<file path="config.mk">
export PLATFORM = sky130hd
export DESIGN_NAME = ram_arbiter
export DESIGN_NICKNAME = d
export VERILOG_FILES = /design/src/rtl/ram_arbiter.sv
export SDC_FILE = /design/constraint.sdc
export NUM_CORES = 1
export LEC_CHECK = 0
export ABC_AREA = 0
export CORE_MARGIN = 3
export CORE_UTILIZATION = 35
export DETAILED_ROUTE_END_ITERATION = 7
export GPL_TIMING_DRIVEN = 1
export HOLD_SLACK_MARGIN = 0.05
export PLACE_DENSITY = 0.74
export SYNTH_ARGS = -nofsm -noshare
export SYNTH_HDL_FRONTEND = slang
export SYNTH_SLANG_ARGS = --single-unit
</file>
<file path="constraint.sdc">
create_clock -name clk -period 13.15 [get_ports clk]
set_clock_uncertainty 0.2 [all_clocks]
set_input_delay 2.63 -clock clk [delete_from_list [all_inputs] [get_ports clk]]
set_output_delay 2.63 -clock clk [all_outputs]
set_load 0.05 [all_outputs]
</file>
<file path="src/rtl/ram_arbiter.sv">
// ram_arbiter: shares one word_ram port between the cpu data port (m0) and a
// secondary master (m1). Grants are decided combinationally within the cycle,
// alternate round-robin on contention, honour a per-master lock for atomic
// sequences and are bounded by a starvation limit (MAX_HOLD). Read data is
// registered and returned one cycle after the grant.
// Optional feature: define RAM_ARB_STATS_EN to add grant/conflict counters.
`timescale 1ns/1ps

module ram_arbiter #(
    parameter int unsigned ADDR_W   = 15,
    parameter int unsigned MAX_HOLD = 8
) (
    input  logic              clk,
    input  logic              rst,

    input  logic              m0_req,
    input  logic              m0_lock,
    input  logic [3:0]        m0_we,
    input  logic [31:0]       m0_addr,
    input  logic [31:0]       m0_wdata,
    output logic              m0_gnt,
    output logic              m0_rvalid,
    output logic [31:0]       m0_rdata,

    input  logic              m1_req,
    input  logic              m1_lock,
    input  logic [3:0]        m1_we,
    input  logic [31:0]       m1_addr,
    input  logic [31:0]       m1_wdata,
    output logic              m1_gnt,
    output logic              m1_rvalid,
    output logic [31:0]       m1_rdata,

    output logic [ADDR_W-1:0] ram_addr,
    output logic [31:0]       ram_wdata,
    output logic [3:0]        ram_wenable,
    input  logic [31:0]       ram_rdata
`ifdef RAM_ARB_STATS_EN
    ,
    output logic [31:0]       stat_gnt0,
    output logic [31:0]       stat_gnt1,
    output logic [31:0]       stat_conflict
`endif
);

    localparam int unsigned HOLD_W = 8;
    localparam logic [HOLD_W-1:0] HOLD_MAX = HOLD_W'(MAX_HOLD);

    typedef enum logic [1:0] {
        IDLE  = 2'd0,
        LOCK0 = 2'd1,
        LOCK1 = 2'd2
    } lock_e;

    lock_e              lock_own;
    logic               last;
    logic [HOLD_W-1:0]  hold_cnt;
    logic [ADDR_W-1:0]  addr_q;
    logic [31:0]        wdata_q;

    logic               other_req_c;
    logic               starve_c;
    logic               gnt_any_c;
    logic               gnt_sel_c;
    logic               gnt_contended_c;
    logic               gnt_repeat_c;
    logic [HOLD_W-1:0]  hold_inc_c;

    // Only the word-address slice of each byte address reaches the RAM.
    logic unused_addr_bits;
    assign unused_addr_bits = ^{m0_addr, m1_addr};

    // Starvation detect: the master that is not `last` is waiting while the
    // current owner has already used up its hold budget.
    always_comb begin
        other_req_c = last ? m0_req : m1_req;
        starve_c    = (hold_cnt == HOLD_MAX) && other_req_c;
    end

    // Grant selection: starvation override, then lock, then round-robin.
    always_comb begin
        m0_gnt = 1'b0;
        m1_gnt = 1'b0;
        if (rst) begin
            m0_gnt = 1'b0;
            m1_gnt = 1'b0;
        end else if (starve_c) begin
            m0_gnt = last;
            m1_gnt = !last;
        end else begin
            case (lock_own)
                LOCK0: m0_gnt = m0_req;
                LOCK1: m1_gnt = m1_req;
                default: begin
                    if (m0_req && m1_req) begin
                        m0_gnt = last;
                        m1_gnt = !last;
                    end else begin
                        m0_gnt = m0_req;
                        m1_gnt = m1_req;
                    end
                end
            endcase
        end
    end

    // Grant summary used by the bookkeeping registers.
    always_comb begin
        gnt_any_c       = m0_gnt | m1_gnt;
        gnt_sel_c       = m1_gnt;
        gnt_contended_c = gnt_sel_c ? m0_req : m1_req;
        gnt_repeat_c    = (gnt_sel_c == last) && gnt_contended_c;
        hold_inc_c      = (hold_cnt == HOLD_MAX) ? HOLD_MAX : hold_cnt + HOLD_W'(1);
    end

    // RAM bus mux: the grantee drives the port; idle cycles hold addr/wdata
    // and never write.
    always_comb begin
        ram_addr    = addr_q;
        ram_wdata   = wdata_q;
        ram_wenable = 4'b0000;
        if (m0_gnt) begin
            ram_addr    = m0_addr[ADDR_W+1:2];
            ram_wdata   = m0_wdata;
            ram_wenable = m0_we;
        end else if (m1_gnt) begin
            ram_addr    = m1_addr[ADDR_W+1:2];
            ram_wdata   = m1_wdata;
            ram_wenable = m1_we;
        end
    end

    // Remember the last driven address/data for idle cycles.
    always_ff @(posedge clk or posedge rst) begin
        if (rst) begin
            addr_q  <= '0;
            wdata_q <= '0;
        end else if (gnt_any_c) begin
            addr_q  <= ram_addr;
            wdata_q <= ram_wdata;
        end
    end

    // Arbitration state: last grantee, lock owner and consecutive-hold count.
    always_ff @(posedge clk or posedge rst) begin
        if (rst) begin
            last     <= 1'b1;
            lock_own <= IDLE;
            hold_cnt <= '0;
        end else if (gnt_any_c) begin
            last <= gnt_sel_c;
            if (starve_c) begin
                lock_own <= IDLE;
                hold_cnt <= '0;
            end else begin
                if (gnt_sel_c) begin
                    lock_own <= m1_lock ? LOCK1 : IDLE;
                end else begin
                    lock_own <= m0_lock ? LOCK0 : IDLE;
                end
                hold_cnt <= gnt_repeat_c ? hold_inc_c : '0;
            end
        end
    end

    // m0 read return: capture RAM data at the end of the granted cycle.
    always_ff @(posedge clk or posedge rst) begin
        if (rst) begin
            m0_rvalid <= 1'b0;
            m0_rdata  <= '0;
        end else begin
            m0_rvalid <= m0_gnt && (m0_we == 4'b0000);
            if (m0_gnt && (m0_we == 4'b0000)) begin
                m0_rdata <= ram_rdata;
            end
        end
    end

    // m1 read return: capture RAM data at the end of the granted cycle.
    always_ff @(posedge clk or posedge rst) begin
        if (rst) begin
            m1_rvalid <= 1'b0;
            m1_rdata  <= '0;
        end else begin
            m1_rvalid <= m1_gnt && (m1_we == 4'b0000);
            if (m1_gnt && (m1_we == 4'b0000)) begin
                m1_rdata <= ram_rdata;
            end
        end
    end

`ifdef RAM_ARB_STATS_EN
    logic conflict_c;

    // A cycle is a conflict when any requester is left waiting.
    always_comb begin
        conflict_c = (m0_req && !m0_gnt) || (m1_req && !m1_gnt);
    end

    // Free-running wrap-around statistics counters.
    always_ff @(posedge clk or posedge rst) begin
        if (rst) begin
            stat_gnt0     <= '0;
            stat_gnt1     <= '0;
            stat_conflict <= '0;
        end else begin
            if (m0_gnt) begin
                stat_gnt0 <= stat_gnt0 + 32'd1;
            end
            if (m1_gnt) begin
                stat_gnt1 <= stat_gnt1 + 32'd1;
            end
            if (conflict_c) begin
                stat_conflict <= stat_conflict + 32'd1;
            end
        end
    end
`endif

endmodule

</file>
==> flow_summary.ini, run 1 <==
[logic_synthesis]
synth-compound-area-share = 0.161
yosysWarnings = 0
synth.area.mux_share = 0.129
syn_avg_cell_area_um2 = 10.3
postSynthCellCount = 548
synth-simple-area-share = 0.117
synth_area_um2 = 5670
yosysTopAreaCell = dfrtp_1
synthAdderAreaFrac = 0.00883
netlist_top_cells_area = dfrtp_1, a21oi_1, mux2_2
yosys.area.top_type_share = 0.543
yosys.cell_types.count = 40
syn_nets = 726
synth_seq_area_share = 0.548
synthXorXnorAreaFrac = 0
ys_seq_elements = 124
synth_top_family_by_area = compound AO/OA/AOI/OAI gates

[placed_design]
dp_slack_ps = 4000
io_buffers = 258
routabilityCongestion = 0.806
dp_cells = 992
dpl_cell_area_um2 = 8380
dp_hpwl_mm = 12.0

[floorplanning]
die_h_um = 133
io_pins = 293
die_x_um = 133
core_um2 = 15500
rows = 45
initial_core_util = 0.365
die_area_um2 = 17700

[pwr]
combPwrFrac = 0.581
power_mw = 2.66
switching_share = 0.476
p_per_area_nw_per_um2 = 295
internal_power_mw = 1.39
leakage_nw = 3.86
seqPwrFrac = 0.230
power.clock.fraction = 0.189
ir_drop_v = 0.000147
p_sw_mw = 1.27

[route]
ant_nets = 0
drt-pass1-iter-count = 4
detail_route.iter0.violations = 251
num_vias = 5080
routed_wl_mm = 16.8
route.detailed.drc = 0
viasPerCell = 4.96
wire_per_inst_um = 16.4

[clocking]
clock_path_buffers = 2
cts_hold_buffers = 0
cts_buffers = 17
cts_resized = 0
root_buffer = clkbuf_16
cts_tree = done
path_clk_slew_ps = 60
cts.sinks = 124
clock_latency_ps = 410
htree_levels = 4
post_cts_buffers = 0

[worst_setup_path]
crit_arrival_ps = 6270
crit_type = in2out
worstPathRequired_ps = 10320
crit_path_end_kind = output port
cp-start-kind = primary input
path_max_fanout = 56

[global_routing]
grt-ovfl-total = 0
grt_pass1_wl_mm = 26.1
grt-busiest-layer = met2
grt_pass1_vias = 5149
gr-usage-met2 = 0.306
met3_usage = 0.0850
antenna_found_initial = 1
track_usage = 0.185
met1_usage = 0.209
grt_max_degree = 76

[layout]
register_area_um2 = 3100
final_cell_area_um2 = 9020
fin_util = 0.580
nFillCells = 1339
nets = 978
layout-drive-gt1-share = 0.103
final_cells = 1025
area_growth_syn_to_layout_pct = 59.2
final_common_cell = clkdlybuf4s50_1
layout_common_cells = clkdlybuf4s50_1, a21oi_1, dfrtp_1
multiInputGateArea_um2 = 2360

[timing]
rsz0062_at_grt = false
worstMarginPinSlew_ps = 1050
fmax_mhz = 110
hold_ws_ps = 289
finalCritPeriodShare = 0.692
final-max-slew-violation-count = 0
finalHoldViolCount = 0
setup_viol = 0
slew_headroom = 0.303
setup_tns_ps = 0
final.min_clock_period_ps = 9100
finalWorstSetupSlack_ps = 4050

[outcome]
status = finished clean

[run]
drv_cap = 0

[worst_hold_path]
min_path_type = reg2reg
[synth_stat cells]
cell type and n:
or4b_4 1, clkbuf_1 12, buf_4 1, nand2_1 63
dfstp_2 1, a211o_1 1, o31ai_1 1, o21bai_1 1
or4b_1 1, inv_1 8, buf_2 7, a32oi_2 1
nor2_4 1, nor4_1 2, dfrtp_1 123, and2_1 1
nand2_2 2, nand3_1 12, inv_2 2, o21ai_0 3
a21o_1 1, a22oi_2 1, mux2_2 36, nor4b_1 1
ha_1 4, or2_2 2, buf_1 1, or3b_2 1
a21boi_1 1, nor4bb_1 1, a22o_1 12, nor2_1 57
nand2b_1 1, buf_6 7, and3b_1 1, a22oi_1 1
a21oi_1 143, mux2_1 29, nor2b_1 1, nor3b_1 3
[power by group through the flow]
stage / clock, mW / combinational, mW / sequential [mW]
floorplan: 0 / 0.757 / 0.897
global placement: 0 / 1.54 / 0.611
CTS: 0.515 / 1.56 / 0.614
detailed placement: 0 / 1.55 / 0.620
finish: 0.504 / 1.55 / 0.613
global route: 0.532 / 1.63 / 0.633
[state kept, by name, summed over array words and instances, names as in the netlist]
register,count
wdata_q,32
m0_rvalid,1
lock_own,2
m1_rdata,32
addr_q,15
m0_rdata,32
hold_cnt,8
last,1
m1_rvalid,1
[worst paths after layout]
check                            start          end  slack, ps  cells past startpoint
setup / recovery                   rst  ram_addr[4]       4050                      8
hold / removal             m1_rdata[9]  m1_rdata[9]        290                      1
setup reg to reg           lock_own[0]  m1_rdata[7]       8800                      9
hold reg to reg            m1_rdata[9]  m1_rdata[9]        290                      1
max in group asynchronous          rst   addr_q[13]       8750                      3
min in group asynchronous          rst  wdata_q[12]       2620                      2
[critical path, stage by stage]
cell,delay (ps)
clkdlybuf4s50_1,550
nor4bb_1,520
a22oi_2,150
buf_4,310
inv_2,800
nand2_1,180
a21oi_1,230
clkdlybuf4s50_1,850
[cell type report]
class | count | share of cell area
Antenna cell | 1 | 0.000277
Clock buffer | 17 | 0.0472
Clock inverter | 15 | 0.0236
Inverter | 10 | 0.00444
Multi-Input combinational cell | 386 | 0.262
Sequential cell | 124 | 0.344
Tap cell | 211 | 0.0293
Timing Repair Buffer | 261 | 0.289
[routing by layer]
| metal | vias up | share of wire |
|---|---|---|
| met5 | - | 0 |
| met4 | 0 | 0.026 |
| met3 | 28 | 0.11 |
| met2 | 231 | 0.46 |
| met1 | 2381 | 0.40 |
| li1 | 2440 | - |
[logic make-up (layout without fill, tap and decap cells)]
family,after synthesis,count (layout)
buffers and inverters,38,303
DFF,124,124
AOI/OAI and AO/OA,166,166
adders and majority gates,4,4
other,0,1
and+or+nand+nor,151,151
muxes,65,65
(Power assumes the default switching activity.)
==> run 2: changes to the inputs <==
PLACE_DENSITY = 0.77   (was 0.74)
clock period = 7.29 ns   (was 13.15 ns; I/O delays follow)
==> flow_summary.ini, run 2 (synthesis results as in run 1) <==
[route]
route.detailed.drc = 0
num_vias = 5141
drt-pass1-iter-count = 4
routed-wl-met3_mm = 1.55
detail_route.iter0.violations = 175
wl_met2_mm = 7.54
routed_wl_mm = 16.2
wire_per_inst_um = 15.8
ant_nets = 0
viasPerCell = 5.00
top_layer_used = met4
wl_met1_mm = 6.70

[worst_setup_path]
worstPathRequired_ps = 5630
worstPathCellList = clkdlybuf4s50_1 > nor2b_1 > nor3b_1 > a32oi_4 > inv_2 > buf_12 > a21oi_1 > a21oi_1 > clkdlybuf4s50_1
cp_top_family = buffers and inverters
ff2ff_path_depth = 9
r2r_start = lock_own[0]
r2r_end = m1_rdata[9]
crit_path_end_kind = output port
path_max_fanout = 43
cpMaxStageDelayCell = clkdlybuf4s50_1
max_stage_delay_ps = 850
path_buf_inv = 4
endpoint = ram_wdata[29]
cp-start-kind = primary input
crit_type = in2out
startpoint = rst
ff2ff_setup_slack_ps = 3560
crit_cells = 9
crit_arrival_ps = 4630

[global_routing]
track_usage = 0.182
grt-ovfl-total = 0
antenna_found_initial = 1
grt_pass1_wl_mm = 26.0
grt_pass1_vias = 5305
grt_max_degree = 78

[placed_design]
dp_hpwl_mm = 11.8
routabilityCongestion = 0.784
io_buffers = 258

[timing]
final.min_clock_period_ps = 6290
slew_headroom = 0.356
fmax_mhz = 159
rsz0062_at_grt = false
finalCritPeriodShare = 0.862
worstMarginPinSlew_ps = 966
finalHoldViolCount = 0
setup_viol = 0
final-max-slew-violation-count = 0
setup_tns_ps = 0

[layout]
multiInputGateArea_um2 = 2360
register_area_um2 = 3100
layout_common_cells = clkdlybuf4s50_1, a21oi_1, dfrtp_1
area_growth_syn_to_layout_pct = 59.2
layout-drive-gt1-share = 0.109
final_common_cell = clkdlybuf4s50_1
nets = 981
top_regs = m0_rdata: 32 flops, m1_rdata: 32 flops, wdata_q: 32 flops
nFillCells = 1326

[floorplanning]
io_pins = 293
die_h_um = 133
die_x_um = 133
initial_core_util = 0.365
rows = 45
die_area_um2 = 17700
core_um2 = 15500

[clocking]
cts_buffers = 17
post_cts_buffers = 0
clock_path_buffers = 2
cts.sinks = 124
path_clk_slew_ps = 60
clock_latency_ps = 400
cts_hold_buffers = 0
cts_tree = done
root_buffer = clkbuf_16
cts_resized = 0
htree_levels = 4

[pwr]
leakage_nw = 3.88
ir_drop_v = 0.000378
power_mw = 4.76
p_per_area_nw_per_um2 = 528

[worst_hold_path]
min_path_type = reg2reg

[run]
drv_cap = 0

[outcome]
status = finished clean
[run 2: worst min-delay path by stage]
stage	endpoint	from	slack [ps]	cells after the start
final	m1_rdata[5]	m1_rdata[5]	290	1
after global routing	m1_rdata[13]	m1_rdata[13]	300	1
after CTS	m1_rdata[23]	m1_rdata[23]	290	1
after detailed placement	m1_rdata[23]	m1_rdata[23]	280	1
after global placement	m1_rdata[2]	m1_rdata[2]	270	1
after floorplan	lock_own[0]	lock_own[0]	320	2
[run 2: where the power goes]
part | total (mW) | internal, mW | switching, mW | leakage (nW)
Clock | 0.861 | 0.543 | 0.318 | 0.303
Sequential | 1.11 | 0.986 | 0.124 | 1.56
Combinational | 2.79 | 0.957 | 1.83 | 2.01
Total | 4.76 | 2.49 | 2.28 | 3.88
[run 2: final cells by class]
| cell class | instances | area share |
|---|---|---|
| antenna | 1 | 0.000277 |
| clock buffer | 17 | 0.0472 |
| clock inverter | 15 | 0.0204 |
| inverter | 10 | 0.00444 |
| multi-input combinational | 386 | 0.262 |
| sequential | 124 | 0.344 |
| tap | 211 | 0.0293 |
| timing repair buffer | 264 | 0.292 |
[run 2: per-stage QoR]
| stage | utilization | hold slack [ps] | area (µm²) | std cells | worst slack (ps) |
|---|---|---|---|---|---|
| 3_3_place_gp | 0.541 | 273 | 8410 | 995 | 982 |
| 6_report | 0.580 | 290 | 9020 | 1028 | 1000 |
| 3_5_place_dp | 0.541 | 280 | 8410 | 995 | 981 |
| 4_1_cts | 0.580 | 294 | 9020 | 1027 | 974 |
| 2_1_floorplan | - | 319 | 5670 | 548 | 2100 |
| 5_1_grt | 0.580 | 305 | 9020 | 1028 | 750 |
[run 2: routing by layer]
layer / vias up / GRT usage
met5: - / 0
met4: 0 / 0.0691
met3: 27 / 0.0718
met2: 238 / 0.306
met1: 2427 / 0.210
li1: 2449 / -
==> run 3: changes to the inputs <==
CORE_UTILIZATION = 36   (was 35)
PLACE_DENSITY = 0.79   (was 0.77)
==> flow_summary.ini, run 3 (synthesis results as in run 1) <==
[clocking]
cts.sinks = 124
cts_buffers = 17
post_cts_buffers = 0
path_clk_slew_ps = 60
clock_latency_ps = 410
cts_hold_buffers = 0
cts_tree = done
cts_resized = 0
clock_path_buffers = 2
htree_levels = 4
root_buffer = clkbuf_16

[timing]
final-max-slew-violation-count = 0
rsz0062_at_grt = false
slew_headroom = 0.418
finalHoldViolCount = 0
setup_viol = 0
setup_tns_ps = 0
finalCritPeriodShare = 0.863
final.min_clock_period_ps = 6290
worstMarginPinSlew_ps = 870
hold_ws_ps = 286
fmax_mhz = 159

[global_routing]
grt-ovfl-total = 0
grt-busiest-layer = met2
gr-usage-met2 = 0.309
grt_max_degree = 66
met1_usage = 0.215
antenna_found_initial = 0
track_usage = 0.182
grt_pass1_vias = 5153
grt_pass1_wl_mm = 25.5
met3_usage = 0.0643

[worst_setup_path]
path_max_fanout = 22
ff2ff_path_depth = 9
cp-start-kind = primary input
crit_arrival_ps = 4640
crit_path_end_kind = output port
r2r_end = m1_rdata[12]
ff2ff_setup_slack_ps = 3480
crit_type = in2out
worstPathCellList = clkdlybuf4s50_1 > nor2b_1 > nor3b_1 > a32oi_4 > inv_2 > buf_4 > a21oi_1 > a21oi_1 > clkdlybuf4s50_1
cpMaxStageDelayCell = clkdlybuf4s50_1
r2r_start = hold_cnt[0]
worstPathRequired_ps = 5630
max_stage_delay_ps = 840

[layout]
final_common_cell = clkdlybuf4s50_1
area_growth_syn_to_layout_pct = 59.5
top_regs = m0_rdata: 32 flops, m1_rdata: 32 flops, wdata_q: 32 flops
multiInputGateArea_um2 = 2360
final_cell_area_um2 = 9030
nFillCells = 1320
layout_common_cells = clkdlybuf4s50_1, a21oi_1, dfrtp_1
register_area_um2 = 3100
diodes = 0
nets = 981
layout-drive-gt1-share = 0.107

[route]
routed_wl_mm = 15.6
viasPerCell = 4.87
wire_per_inst_um = 15.2
ant_nets = 0
detail_route.iter0.violations = 162
route.detailed.drc = 0
num_vias = 4997
drt-pass1-iter-count = 4

[placed_design]
dp_hpwl_mm = 11.2
routabilityCongestion = 0.815
dpl_cell_area_um2 = 8400
io_buffers = 258

[worst_hold_path]
hold_path.startpoint = m1_rdata[27]
min_path_type = reg2reg
min_path_cells = 1
worstHoldEndpoint = m1_rdata[27]

[pwr]
leakage_nw = 3.87
ir_drop_v = 0.000369
p_per_area_nw_per_um2 = 530

[floorplanning]
io_pins = 293
core_um2 = 15300
die_h_um = 131
die_area_um2 = 17300
die_x_um = 131
rows = 45
initial_core_util = 0.370

[run]
drv_cap = 0

[outcome]
status = finished clean
-- run 3: cell types whose count changed in the layout (fill, tap and decap cells not counted), sizes merged --
cell,delta
clkdlybuf4s50,+2
clkinvlp,+3
clkinv,-4
bufinv,+1
diode,-1
buf,-2
-- run 3: metal layers --
layer | routed length [µm] | vias to the layer above
met4 | 213 | 0
li1 | - | 2438
met5 | 0 | -
met3 | 1150 | 17
met1 | 6610 | 2346
met2 | 7610 | 196
-- run 3: power by group --
group          leakage (nW)  switching (mW)  internal [mW]  total, mW
sequential             1.56           0.120          0.985       1.10
combinational          2.01            1.82          0.956       2.78
clock                 0.301           0.331          0.578      0.909
total                  3.87            2.27           2.52       4.79
-- run 3: worst max-delay path, delay by kind of cell --
kind | cells | cell delay, ps
simple gates | 2 | 770
buf+inv | 4 | 2030
compound gates | 3 | 370
-- run 3: cell type report --
| class | count | area share |
|---|---|---|
| clock inverters | 15 | 0.0231 |
| well taps | 211 | 0.0292 |
| clock buffers | 17 | 0.0471 |
| repair buffers | 264 | 0.291 |
| multi-input cells | 386 | 0.262 |
| flip-flops and latches | 124 | 0.344 |
| inverters | 10 | 0.00443 |
-- run 3: how the worst max path moves through the flow --
stage                      start            end  slack [ps]  cells past startpoint
after floorplan           m0_req   ram_wdata[0]        2100                      7
after detailed placement     rst  ram_wdata[20]         960                      9
after global routing         rst    ram_addr[7]         730                      8
after CTS                    rst  ram_wdata[20]         970                      9
after global placement       rst  ram_wdata[20]         970                      9
final                        rst   ram_addr[13]        1000                      9
-- run 3: stage by stage --
step | setup WS (ps) | std cells | power, mW | utilization
CTS | 971 | 1027 | 4.84 | 0.590
detailed placement | 960 | 995 | 3.91 | 0.549
global route | 730 | 1027 | 5.03 | 0.590
finish | 995 | 1027 | 4.79 | 0.590
global placement | 969 | 995 | 3.87 | 0.549
floorplan | 2100 | 548 | 2.98 | -
==> patch 1, RTL diff (settings of run 1) <==
Add a define of `RAM_ARB_STATS_EN`.
--- a/src/rtl/ram_arbiter.sv
+++ b/src/rtl/ram_arbiter.sv
@@ -7,2 +7,4 @@
 `timescale 1ns/1ps
+
+`define RAM_ARB_STATS_EN
 
Check against the original RTL (old outputs only; new: stat_conflict, stat_gnt0 and stat_gnt1): equivalent (Yosys induction, for registers that start in step).
==> patch 1 against run 1 <==
Maximum frequency down 1.4%. Register-to-register slack improved by 0.87 ns. Area after synthesis up 76%. Largest power group unchanged. Cell area increased by 62%. Critical path type unchanged. Setup slack worse by 0.13 ns. Wire length rose by 68%. Critical path depth unchanged. Sequential cell count up 96. Combinational power increased by 22%. Power grew 33%. Count of clock-buffer cells in the layout grew 18.
==> patch 1: results (changes against run 1) <==
| Metric | Value |
|---|---|
| Ranking of synthesized cells by area | dfrtp_1 (55%), mux2_2 (7.3%), a31oi_1 (6.0%) |
| IO buf count | 354 (+37%) |
| Hold crit path type | flop to flop |
| Worst-path fanout max | 89 (+59%) |
| DRT iter0 DRCs | 459 (+83%) |
| Post-DR wirelength/cell | 16.8 um (+2.5%) |
| Launch point of the worst path | m1_req |
| Net Switching | 1.65 mW (+30%) |
| Vias in the first global route | 8,593 (+67%) |
| Worst reg2reg startpoint | last$_DFFE_PP1P_ |
| VDD IR max | 189 uV (+28%) |
| Net Count, Synth | 1,129 (+56%) |
| Hpwl dp | 20,100 um (+68%) |
| Placer Congestion | 0.780 (-3.3%) |
| Number of buffers created by CTS | 24 (+7) |
| Post-synth cell types | 43 (+7.5%) |
| Initial antenna violation count | 3 (+2) |
| Diode count | 0 (-1) |
| Reg2Reg Capture Point | m0_rdata[28]$_DFFE_PP0P_ |
| Syn. warnings | 0 (unchanged) |
| Initial DRT Pass Iterations | 5 (+1) |
| XOR/XNOR Fraction of Synth Area | 8.16% (+8.2 points) |
| Clock tree buffer depth | 3 (+1) |
| Status | completed |
| All-Layer GR Usage | 17.7% (-0.81 points) |
| Routed via count | 8,524 (+68%) |
| Ratio of cells with drive above 1 in the final layout | 9.14% (-1.2 points) |
| Cell count of the worst reg-to-reg path | 7 (-2) |
| Largest net degree at the start of global routing | 140 (+84%) |
| Worst-margin pin slew | 0.999 ns (-0.0464 ns) |
| Final nets | 1,467 (+50%) |
| Seq/Total Area, Yosys | 55.2% (+0.37 points) |
| R2r setup slk | 9.67 ns (+0.87 ns) |
| Compound-Gate Fraction of Synth Area | 7.40% (-8.7 points) |
| Hold Slack | 0.269 ns (-0.0197 ns) |
| Worst hold path startpoint | stat_gnt1[31]$_DFFE_PP0N_ |
| Leakage | 6.32 nW (+64%) |
| Most common library cells after synthesis | dfrtp_1 (219), nand2_1 (158), a31oi_1 (95) |
| Arrival time worst endpoint | 6.39 ns (+0.12 ns) |
| Power Clock | 674 uW (+34%) |
| Post-synthesis mux area share | 7.43% (-5.5 points) |
| H-tree levels | 1 (-3) |
| Worst-path clk slew | 0.06 ns (about the same) |
| Clk_lat worst skew | 0.51 ns (+0.10 ns) |
| Combinational group share of total power | 53.2% (-4.9 points) |
| First-pass GRT wire length | 44,600 um (+71%) |
| Adder-cell area share of the yosys netlist | 0.877% (-0.0060 points) |
| WHS Endpoint | stat_gnt1[31]$_DFFE_PP0N_ |
| Worst setup path end | ram_addr[13] |
patch 1: cell types whose count changed after synthesis, moves of 35 or more:
cell     before  now
a21oi_1     143    5
nand2_1      63  158
xnor2_1       0   59
nand3_1      12   47
a31oi_1       0   95
dfrtp_1     123  219
patch 1: critical path, stage by stage:
cell and delay, ns:
clkdlybuf4s50_1 0.56, mux2_2 0.34, nand3_1 0.18, a211o_4 0.71, buf_4 0.60, nor2_1 0.12
a31oi_1 0.31, clkdlybuf4s50_1 0.88
patch 1: layer usage:
metal  vias up  track usage, %  share of wire (%)
met5         -               0               0.18
met4         6            5.55                2.7
met3        54            5.74                8.7
met2       321            30.9                 48
met1      4121            20.7                 40
li1       4022               -                  -
patch 1: logic make-up (layout without fill, tap and decap cells):
| kind of cell | count (synthesis) | count (layout) |
|---|---|---|
| adders and majority gates | 7 | 7 |
| xor gates and xnor gates | 93 | 93 |
| AOI/OAI and AO/OA | 117 | 117 |
| buffers and inverters | 68 | 422 |
| and+or+nand+nor | 377 | 377 |
| DFF | 220 | 220 |
| muxes | 66 | 66 |
patch 1: area by class of cell:
cell class	count	area, um2
fillers	2447	13300
flip-flops and latches	220	5510
clock inverters	7	103
clock buffers	35	692
inverters	18	75.1
multi-input cells	660	4190
repair buffers	362	3600
well taps	378	473
patch 1: through the flow:
stage | setup WS [ns] | area (um2) | instances | power [mW]
after floorplan | 4.30 | 9980 | 948 | 2.26
after global placement | 3.93 | 13800 | 1638 | 2.86
after detailed placement | 3.91 | 13800 | 1638 | 2.89
after CTS | 3.89 | 14600 | 1680 | 3.59
after global routing | 3.66 | 14600 | 1680 | 3.73
final | 3.93 | 14600 | 1680 | 3.55
==> patch 2, RTL diff (flow settings as in run 1) <==
Without the edit above. One comparison of `hold_cnt` changes from == to >=.
--- a/src/rtl/ram_arbiter.sv
+++ b/src/rtl/ram_arbiter.sv
@@ -76,3 +76,3 @@
         other_req_c = last ? m0_req : m1_req;
-        starve_c    = (hold_cnt == HOLD_MAX) && other_req_c;
+        starve_c    = (hold_cnt >= HOLD_MAX) && other_req_c;
     end
Check against the original RTL: no difference found for any inputs over 4 cycles, from zero or initial values and one cycle with rst high; that may be too few to reach the edited logic, so the function may still have changed.
==> patch 2 against run 1 <==
Setup slack worse by 0.032 ns. Utilization down 1.0 points. Power up 4.8%. Wire length up 1.9%. Cell area up 1.9%. Count of clock-buffer cells in the layout unchanged. Critical path depth down 1. First-iteration DRC count up 4.4%. Register-to-register slack better by 0.33 ns. Critical endpoint is now ram_wdata[29]. Final cell count about the same. Area after synthesis up 3.2%. Sequential cell count unchanged.
==> patch 2: results (changes against run 1) <==
| Metric | Value |
|---|---|
| Met1 Use GR | 21.9% (+0.97 points) |
| Wire length on met3 | 1140 um (-37%) |
| VDD IR max | 162 uV (+10%) |
| Status | completed |
| Net Count, Synth | 731 (+0.69%) |
| Max transition margin | 24.7% (-5.7 points) |
| DRT iter0 DRCs | 262 (+4.4%) |
| Placer Congestion | 0.781 (-3.1%) |
| All-Layer GR Usage | 18.1% (-0.38 points) |
| Ranking of synthesized cells by area | dfrtp_1 (53%), a21oi_1 (8.7%), mux2_4 (7.4%) |
| Pwr per Cell Area | 304 nW/um2 (+2.9%) |
| Most common library cells after synthesis | dfrtp_1 (123), a21oi_1 (102), nand3_1 (51), nor2_1 (51), a31oi_1 (47) |
| F_max | 110 MHz (-0.35%) |
| Wire length on met1 | 7190 um (+6.6%) |
| Pre-CTS setup slack | 3.87 ns (-0.125 ns) |
| Reg2Reg Capture Point | m1_rdata[1]$_DFFE_PP0P_ |
| WHS Endpoint | m1_rdata[26]$_DFFE_PP0P_ |
| Diode count | 0 (-1) |
| Leakage | 3.96 nW (+2.5%) |
| XOR/XNOR Fraction of Synth Area | 0.300% (+0.30 points) |
| Power Clock | 495 uW (-2%) |
| IO buf count | 258 (unchanged) |
| Post-DR vias/cell | 5.10 (+2.9%) |
| Initial antenna violation count | 0 (-1) |
| Number of placed instances, taps included | 994 (+0.20%) |
| DR WL met2 | 8550 um (+10%) |
| Hpwl dp | 11,700 um (-2.5%) |
| Ratio of cells with drive above 1 in the final layout | 13.7% (+3.4 points) |
| Compound-Gate Fraction of Synth Area | 16.6% (+0.55 points) |
| Post-synthesis mux area share | 14.4% (+1.5 points) |
| Comb. pwr | 1.68 mW (+8%) |
| Avg Inst Size Synth | 10.6 um2 (+2.3%) |
| Worst setup path end | ram_wdata[29] |
| Non-Filler Instances | 1,026 (+0.098%) |
| Cell count of the worst reg-to-reg path | 7 (-2) |
| R2r setup slk | 9.13 ns (+0.33 ns) |
| Placed cell areas | 8560 um2 (+2.2%) |
| GR Util met3 | 5.01% (-3.5 points) |
| Largest net degree at the start of global routing | 65 (-14%) |
| Internal cell power | 1.44 mW (+3.2%) |
| Worst-path fanout max | 64 (+14%) |
| Post-DR wirelength/cell | 16.6 um (+1.8%) |
| Seq/Total Area, Yosys | 53.1% (-1.7 points) |
| Met2 Resource Use GR | 31.2% (+0.64 points) |
| First-pass GRT wire length | 26,500 um (+1.5%) |
| Post-synth cell types | 43 (+7.5%) |
| Hold Slack | 0.304 ns (+0.0150 ns) |
| Adder-cell area share of the yosys netlist | 0.856% (-0.027 points) |
| Arrival time worst endpoint | 6.30 ns (+0.03 ns) |
| Vias in the first global route | 5,297 (+2.9%) |
| Final nets | 975 (-0.31%) |
==> patch 2: changes by cell type after synthesis, moves of 11 or more <==
cell,run 1,this run
nand2_1,63,13
a31oi_1,0,47
a21oi_1,143,102
nand3_1,12,51
mux2_1,29,0
mux2_4,0,29
a22o_1,12,1
==> patch 2: final cells by class <==
type,count,area [um2]
Tap cell,216,270
Clock inverter,15,201
Timing Repair Buffer,262,2610
Inverter,14,62.6
Clock buffer,17,425
Multi-Input combinational cell,378,2510
Sequential cell,124,3100
Fill cell,1396,6930
==> patch 2: cell families (layout without fill, tap and decap cells) <==
| logic type | count (synthesis) | count (layout) |
|---|---|---|
| compound gates | 174 | 174 |
| xor+xnor | 2 | 2 |
| fa+ha+maj | 4 | 4 |
| buf+inv | 51 | 308 |
| flops | 124 | 124 |
| mux | 65 | 65 |
| simple gates | 133 | 133 |
